[config.mk]
export PLATFORM = sky130hd
export DESIGN_NAME = spi_fifo_tx
export DESIGN_NICKNAME = d
export VERILOG_FILES = /design/src/rtl/spi_fifo_tx.sv
export SDC_FILE = /design/constraint.sdc
export NUM_CORES = 1
export LEC_CHECK = 0
export CAP_MARGIN = 20
export CORE_UTILIZATION = 51
export CTS_BUF_LIST = sky130_fd_sc_hd__clkbuf_8
export DETAILED_ROUTE_END_ITERATION = 7
export PLACE_DENSITY = 0.77
export SYNTH_ARGS = -nofsm -noshare
export SYNTH_HDL_FRONTEND = slang
export SYNTH_SLANG_ARGS = --single-unit
[constraint.sdc]
create_clock -name clk -period 2.06 [get_ports clk]
set_input_delay 0.206 -clock clk [delete_from_list [all_inputs] [get_ports clk]]
set_output_delay 0.206 -clock clk [all_outputs]
set_load 0.005 [all_outputs]
[src/rtl/spi_fifo_tx.sv]
// SPI mode-0 transmitter that drains a FIFO read port and sends its bytes MSB first.
// Consecutive bytes go out back-to-back inside a chip-select frame of up to BURST_LEN bytes.
module spi_fifo_tx #(
  parameter int DSIZE     = 8,
  parameter int CLK_DIV   = 4,
  parameter int BURST_LEN = 16,
  parameter int CS_GAP    = 2
) (
  input  logic             clk,
  input  logic             rst,
  input  logic             enable,
  input  logic [DSIZE-1:0] fifo_rdata,
  input  logic             fifo_rempty,
  output logic             fifo_rinc,
  output logic             spi_sck,
  output logic             spi_mosi,
  output logic             spi_cs_n,
  output logic             busy,
  output logic             frame_done
);

  localparam int DW = (CLK_DIV > 1) ? $clog2(CLK_DIV) : 1;
  localparam int TW = $clog2(2 * DSIZE);
  localparam int BW = $clog2(BURST_LEN + 1);
  localparam int GW = (CS_GAP > 1) ? $clog2(CS_GAP) : 1;

  localparam logic [DW-1:0] DIV_LAST  = DW'(CLK_DIV - 1);
  localparam logic [TW-1:0] TOG_LAST  = TW'(2 * DSIZE - 1);
  localparam logic [BW-1:0] BURST_MAX = BW'(BURST_LEN);
  localparam logic [GW-1:0] GAP_LAST  = GW'(CS_GAP - 1);

  typedef enum logic [1:0] {IDLE, SHIFT, HOLD, GAP} state_t;

  state_t           state, state_nxt;
  logic [DSIZE-1:0] shreg, shreg_nxt;
  logic [DW-1:0]    div_cnt, div_cnt_nxt;
  logic [TW-1:0]    tog_cnt, tog_cnt_nxt;
  logic [BW-1:0]    byte_cnt, byte_cnt_nxt;
  logic [GW-1:0]    gap_cnt, gap_cnt_nxt;
  logic             sck_nxt, mosi_nxt, cs_n_nxt, busy_nxt, frame_done_nxt;

  logic tick, last_tog, can_load, chain_load;

  assign tick       = (div_cnt == DIV_LAST);
  assign last_tog   = (tog_cnt == TOG_LAST);
  assign can_load   = enable && !fifo_rempty;
  assign chain_load = can_load && (byte_cnt < BURST_MAX);

  // The pop strobe marks exactly the edge that captures fifo_rdata; it is held off during reset.
  assign fifo_rinc = !rst && (((state == IDLE) && can_load) ||
                              ((state == SHIFT) && tick && last_tog && chain_load));

  always_comb begin
    state_nxt      = state;
    shreg_nxt      = shreg;
    div_cnt_nxt    = div_cnt;
    tog_cnt_nxt    = tog_cnt;
    byte_cnt_nxt   = byte_cnt;
    gap_cnt_nxt    = gap_cnt;
    sck_nxt        = spi_sck;
    mosi_nxt       = spi_mosi;
    cs_n_nxt       = spi_cs_n;
    busy_nxt       = busy;
    frame_done_nxt = 1'b0;

    case (state)
      IDLE: begin
        if (can_load) begin
          state_nxt    = SHIFT;
          shreg_nxt    = fifo_rdata;
          mosi_nxt     = fifo_rdata[DSIZE-1];
          cs_n_nxt     = 1'b0;
          busy_nxt     = 1'b1;
          byte_cnt_nxt = BW'(1);
          div_cnt_nxt  = '0;
          tog_cnt_nxt  = '0;
        end
      end
      SHIFT: begin
        if (tick) begin
          div_cnt_nxt = '0;
          sck_nxt     = !spi_sck;
          if (last_tog) begin
            tog_cnt_nxt = '0;
            if (chain_load) begin
              shreg_nxt    = fifo_rdata;
              mosi_nxt     = fifo_rdata[DSIZE-1];
              byte_cnt_nxt = byte_cnt + BW'(1);
            end else begin
              state_nxt = HOLD;
            end
          end else begin
            tog_cnt_nxt = tog_cnt + TW'(1);
            // Falling SCK edge: present the next bit so it is stable at the next rise.
            if (spi_sck) begin
              shreg_nxt = shreg << 1;
              mosi_nxt  = shreg_nxt[DSIZE-1];
            end
          end
        end else begin
          div_cnt_nxt = div_cnt + DW'(1);
        end
      end
      HOLD: begin
        if (tick) begin
          state_nxt      = GAP;
          div_cnt_nxt    = '0;
          gap_cnt_nxt    = '0;
          cs_n_nxt       = 1'b1;
          mosi_nxt       = 1'b0;
          frame_done_nxt = 1'b1;
        end else begin
          div_cnt_nxt = div_cnt + DW'(1);
        end
      end
      GAP: begin
        if (gap_cnt == GAP_LAST) begin
          state_nxt   = IDLE;
          gap_cnt_nxt = '0;
          busy_nxt    = 1'b0;
        end else begin
          gap_cnt_nxt = gap_cnt + GW'(1);
        end
      end
      default: state_nxt = IDLE;
    endcase
  end

  always_ff @(posedge clk or posedge rst) begin
    if (rst) begin
      state      <= IDLE;
      shreg      <= '0;
      div_cnt    <= '0;
      tog_cnt    <= '0;
      byte_cnt   <= '0;
      gap_cnt    <= '0;
      spi_sck    <= 1'b0;
      spi_mosi   <= 1'b0;
      spi_cs_n   <= 1'b1;
      busy       <= 1'b0;
      frame_done <= 1'b0;
    end else begin
      state      <= state_nxt;
      shreg      <= shreg_nxt;
      div_cnt    <= div_cnt_nxt;
      tog_cnt    <= tog_cnt_nxt;
      byte_cnt   <= byte_cnt_nxt;
      gap_cnt    <= gap_cnt_nxt;
      spi_sck    <= sck_nxt;
      spi_mosi   <= mosi_nxt;
      spi_cs_n   <= cs_n_nxt;
      busy       <= busy_nxt;
      frame_done <= frame_done_nxt;
    end
  end

endmodule
; ---- Word level (Yosys, flattened, before mapping)
; Cells that the tools add are included.
[classes]
addsub = 4
n_mux = 42
eq_ne = 14
reduce_logical = 29
n_lt_le_gt_ge = 1
[ops]
columns = op, n
row1 = $mux W7, 5
row2 = $mux W5, 4
row3 = $mux W2, 8
row4 = $ne A2 B2 Y1 const B, 7
row5 = $pmux W7 S2, 1
row6 = $mux W1, 13
row7 = $mux W4, 3
row8 = $reduce_and A6 Y1, 2
row9 = $pmux W5 S2, 1
row10 = $reduce_and A5 Y1, 2
row11 = $reduce_bool A2 Y1, 5
row12 = $reduce_and A3 Y1, 3
row13 = $pmux W2 S4, 1
row14 = $pmux W4 S2, 1
row15 = $logic_and A1 B1 Y1, 7
row16 = $eq A2 B2 Y1 const B, 3
row17 = $ne A3 B3 Y1 const B, 2
row18 = $pmux W1 S2, 3
row19 = $reduce_and A2 Y1, 3
row20 = $add A5 B1 Y5 const B, 1
row21 = $lt A5 B5 Y1 const B, 1
row22 = $add A4 B1 Y4 const B, 1
row23 = $eq A4 B4 Y1 const B, 1
row24 = $pmux W2 S2, 1
row25 = other kinds (9), 11
[word_totals]
regBits = 26
output_inout_bits = 6

; ---- Logic depth before layout (Yosys ltp)
[depth]
depth_word = 7
depth_mapped = 8
ltp_nobuf = 6

; ---- Worst setup path before layout
; No wires, ideal clock.
[synth_path]
path_kind = register -> register
from = register state[0]
to = register shreg[1]
t_arrival_ns = 1.807
setup_time_ns = 0.125
n_path_buf = 2
path_slack_ns = 0.129
stages_incl_launch_ff = 9
cell_sequence = dfrtp_1 -> inv_1 -> ha_1 -> clkbuf_2 -> mux2i_1 -> a21o_1 -> buf_6 -> a21oi_4 -> mux2_2
[synth_between]
elab_chain_cells = 3
[synth_lines]
columns = item, line
row1 = start: declaration, 34  ; state_t state, state_nxt;
row2 = start signal: assignment, 143  ; state <= state_nxt;
row3 = $eq A2 B1 Y1 / $logic_not A2 Y1 (equally long branches), 66  ; case (state)
row4 = "$ne A3 B3 Y1 (no line), or another cell as far along", --
row5 = $reduce_and A5 Y1 (no line), --
row6 = end signal: assignment, 144  ; shreg <= shreg_nxt;
row7 = end: declaration, 35  ; logic [DSIZE-1:0] shreg, shreg_nxt;
; Several ways; a longest one is shown, not always the timed one.
; A chain may end at the register's enable or synchronous reset.

; ---- Worst setup path in the final report
[layout_path]
from = register state[0]
to = output port fifo_rinc
[layout_between]
elab_chain_cells = 6
[layout_lines]
columns = item, line
row1 = $eq A2 B1 Y1, 51  ; ((state == SHIFT) && tick && last_tog && chain_load));
row2 = $logic_and A1 B1 Y1 (3 in a row), 51
row3 = $logic_or A1 B1 Y1 *, 50  ; assign fifo_rinc = !rst && (((state == IDLE) && can_load) ||
row4 = $logic_and A1 B1 Y1 *, 50
row5 = end: declaration, 14  ; output logic fifo_rinc,
; Every way passes the cells marked *; elsewhere a longest branch is shown, timed or not.

==> metrics.md <==
| Metric | Value |
|---|---|
| Cells along the critical path | `ha_4 -> buf_4 -> a221oi_4 -> nand3_1 -> a21oi_1 -> clkdlybuf4s15_1` |
| Arrival time of the worst setup path | `1750 ps` |
| TritonCTS clock tree | `built` |
| Area post-placement | `between 1500 and 2000 um2` |
| Time the final worst path needs with I/O delays and setup | `1960 ps` |
| Mean instance size in the synthesized netlist | `between 10 and 15 um2` |
| Library cells used by synthesis | `37` |
| Mapped Nets | `153` |
| Final standard cell utilization of the core | `0.691` |
| Vias per cell | `5.82` |
| Slack of the worst reg-to-reg path | `120 ps` |
| Top delay family on crit path | `flip-flops` |
| Slew of the pin with the lowest slew margin | `just under 600 ps` |
| Clk Tree Root Cell | `clkbuf_8` |
| Number of DRC violations after detailed-routing iteration 0 | `18` |
| FILL cells | `208` |
| Total number of nets in the final design | `186` |
| Count of final setup violators | `0` |
| TritonRoute pass-1 iters | `4` |
| Portion of the clock cycle consumed by the worst path in the final layout | `0.951` |
| Largest area contributor in the synthesized netlist | `dfrtp_1` |
| Die area | `3100 um2` |
| Data required time at the worst endpoint | `between 1500 and 2000 ps` |
| Clock slew seen by the registers of the worst setup and hold paths | `90 ps` |
| Detail-routed net length per standard cell | `roughly 15 um` |
| Largest net degree at the start of global routing | `16` |
| Starting density of the core | `0.537` |
| Overflow left after global routing | `0` |
| Total via count after detailed routing | `approximately 1.1k` |
| CTS Hold Buffers Added | `0` |
| CTS Buffer Depth | `2` |
| Crit path buf inv count | `2` |
| Number of clock sinks | `26` |
| Port Buffer Count | `17` |
| Final Max Tran Viols | `0` |
| Worst R2R Start | `state[0]$_DFFE_PP0P_` |
| Gp weighted congestion | `between 0.7 and 0.8` |
| Nature of the critical path startpoint | `register` |
| Critical Path Source | `state[0]$_DFFE_PP0P_` |
| Synthesized flop and latch total | `26` |
| Die H | `about 56 um` |
| Total leakage power | `0.848 nW` |
| Share of async-settable or async-resettable flops after synthesis | `1.00` |
| Crit path max-delay cell type | `dfrtp_2` |
| Post-synthesis cell area | `approximately 1500 um2` |
| Skew final | `~2.6 ps` |
| Wire length of the first global-routing pass | `5190 um` |
| Area added between synthesis and finish | `28.6%` |
| Final instance area | `1890 um2` |
| Overall Global Routing Usage | `0.218` |
| Hold crit path type | `in -> async` |
| TritonCTS buffer count | `3` |
| Antenna Violating Nets Remaining | `0` |
| Number of cells traversed by the worst register-to-register path | `7` |
| Gate count of the mapped netlist | `132` |
| FMAX | `0.511 GHz` |
| Largest cells by area after synthesis | `dfrtp_1 43%, mux2_2 11%, ha_1 7.7%` |
| N_diodes | `0` |
| Source-to-sink clock delay at the later pin of the worst-skew pair | `~270 ps` |
| Number of remaining DRC errors | `0` |
| Share of layout cells above drive strength 1 | `0.280` |
| Highest fanout seen on the critical path | `4` |
| Antenna violations before repair | `0` |
| Status | `completed` |
| Kind of end point of the critical path | `primary output` |
| RSZ-0062 raised after global routing | `no` |
| Count of warnings emitted by yosys | `0` |
| Largest stage delay on the critical path | `450 ps` |
| Number of rows in the core area | `19` |
| Final Hold Violating Endpoints | `0` |
| Drt total wl | `roughly 3000 um` |
| Worst slew slack as a fraction of its limit | `0.607` |
| Horizontal die dimension | `55.6 um` |
| End of the worst register-to-register path | `spi_mosi$_DFFE_PP0P_` |
| Kind of critical path | `reg -> out` |
| Pwr Density | `1430 nW/um2` |
| Final HPWL DP | `roughly 2200 um` |
| Sequential cell area fraction in the yosys report | `0.444` |
| Yosys top cell area share | `0.426` |
| Number of global-route vias before repair | `1,215` |
| MaxCap Viol Count | `0` |
| Io pins | `18` |
| Main flop type after synthesis | `dfrtp_1` |
| Worst voltage drop across the vdd grid | `between 1 and 1.5 mV` |
| Number of synthesized flops with an enable pin | `0` |
| Depth of the CTS H-tree | `1` |
| Area of the placeable core | `2730 um2` |
metrics by stage:
step | hold WS (ps) | instances | setup slack (ps) | setup TNS (ps) | power (W)
floorplan | 245 | 132 | 129 | 0 | 0.00174
global placement | 461 | 190 | -7.10 | -7.10 | 0.00207
detailed placement | 497 | 190 | -47.9 | -73.2 | 0.00215
CTS | 351 | 195 | 66.9 | 0 | 0.00268
global route | 388 | 195 | 17.6 | 0 | 0.00289
finish | 337 | 195 | 101 | 0 | 0.00270
repair_timing:
item                                    in CTS  in global routing
cloned                                       0                  0
pin swaps                                    1                  1
gates resized for setup                     10                  4
buffers inserted                             1                  0
endpoints found under the setup margin       1                  6
power breakdown:
group / switching, W / internal (W)
sequential: 0.000130 / 0.000702
clock: 0.000165 / 0.000260
combinational: 0.000692 / 0.000752
kinds of logic after synthesis:
group                      Yosys count  share of synthesized area
and+or+nand+nor                     31                      0.115
xor gates and xnor gates             2                     0.0119
adders and majority gates            9                     0.0767
AOI/OAI and AO/OA                   32                      0.165
DFF                                 26                      0.444
muxes                               20                      0.148
buffers and inverters               12                     0.0392
worst register-to-register path, delay by kind of cell, from the launching register on:
family	cells	cell delay, ps
DFF	1	420
adders and majority gates	1	250
buffers and inverters	2	210
muxes	1	360
AOI/OAI and AO/OA	3	600
cells in the final DEF, fill, tap and decap left out, types with 2 or more instances in the layout:
| cell type | instances |
|---|---|
| a21o_1 | 3 |
| a21oi_1 | 7 |
| a32o_1 | 3 |
| and2_1 | 2 |
| and3_1 | 3 |
| buf_4 | 14 |
| clkbuf_8 | 3 |
| clkdlybuf4s50_1 | 16 |
| dfrtp_1 | 24 |
| ha_1 | 7 |
| ha_4 | 2 |
| inv_1 | 6 |
| inv_2 | 2 |
| mux2_2 | 14 |
| mux2i_1 | 5 |
| nand2_1 | 8 |
| nand3b_1 | 2 |
| nand4_1 | 2 |
| nor2_1 | 4 |
| nor2b_1 | 3 |
| o21ai_0 | 7 |
| o21ai_1 | 2 |
| o21bai_1 | 2 |
| xnor2_1 | 2 |
Yosys cell counts (all sizes together), types with 2 or more instances:
cell,n
mux2i,6
nor2,4
nand3b,2
ha,9
a32o,3
nand3,2
and2,2
o21ai,9
a21o,3
a21oi,8
nor2b,3
o21bai,2
and3,3
clkbuf,2
nand4,2
buf,2
mux2,14
dfrtp,25
nand2,9
xnor2,2
inv,8
per-layer routing:
layer / GRT usage / part of all wire
met3: 0.0558 / 0.034
met2: 0.396 / 0.53
met1: 0.248 / 0.42
met4: 0.0714 / 0.011
met5: 0 / 0
worst max-delay path by stage:
| stage | depth (start not counted) | to | slack, ps |
|---|---|---|---|
| after floorplan | 8 | shreg[1]$_DFFE_PP0P_ | 130 |
| after global placement | 6 | fifo_rinc | -7 |
| after detailed placement | 7 | fifo_rinc | -50 |
| after CTS | 6 | fifo_rinc | 70 |
| after global routing | 7 | fifo_rinc | 20 |
| final | 6 | fifo_rinc | 100 |
state kept, by name (all words and copies together) (netlist names):
signal / count
spi_sck: 1
frame_done: 1
div_cnt: 2
state: 2
spi_cs_n: 1
byte_cnt: 5
gap_cnt: 1
spi_mosi: 1
shreg: 7
tog_cnt: 4
busy: 1
area by class of cell:
class | instances | area, um2 | share of cell area
inverters | 8 | 30.0 | 0.0159
multi-input cells | 94 | 800 | 0.423
well taps | 31 | 38.8 | 0.0205
repair buffers | 32 | 295 | 0.156
clock inverters | 1 | 30.0 | 0.0159
clock buffers | 3 | 41.3 | 0.0219
flip-flops and latches | 26 | 653 | 0.346
No activity file was read; power rests on OpenSTA's default activity.
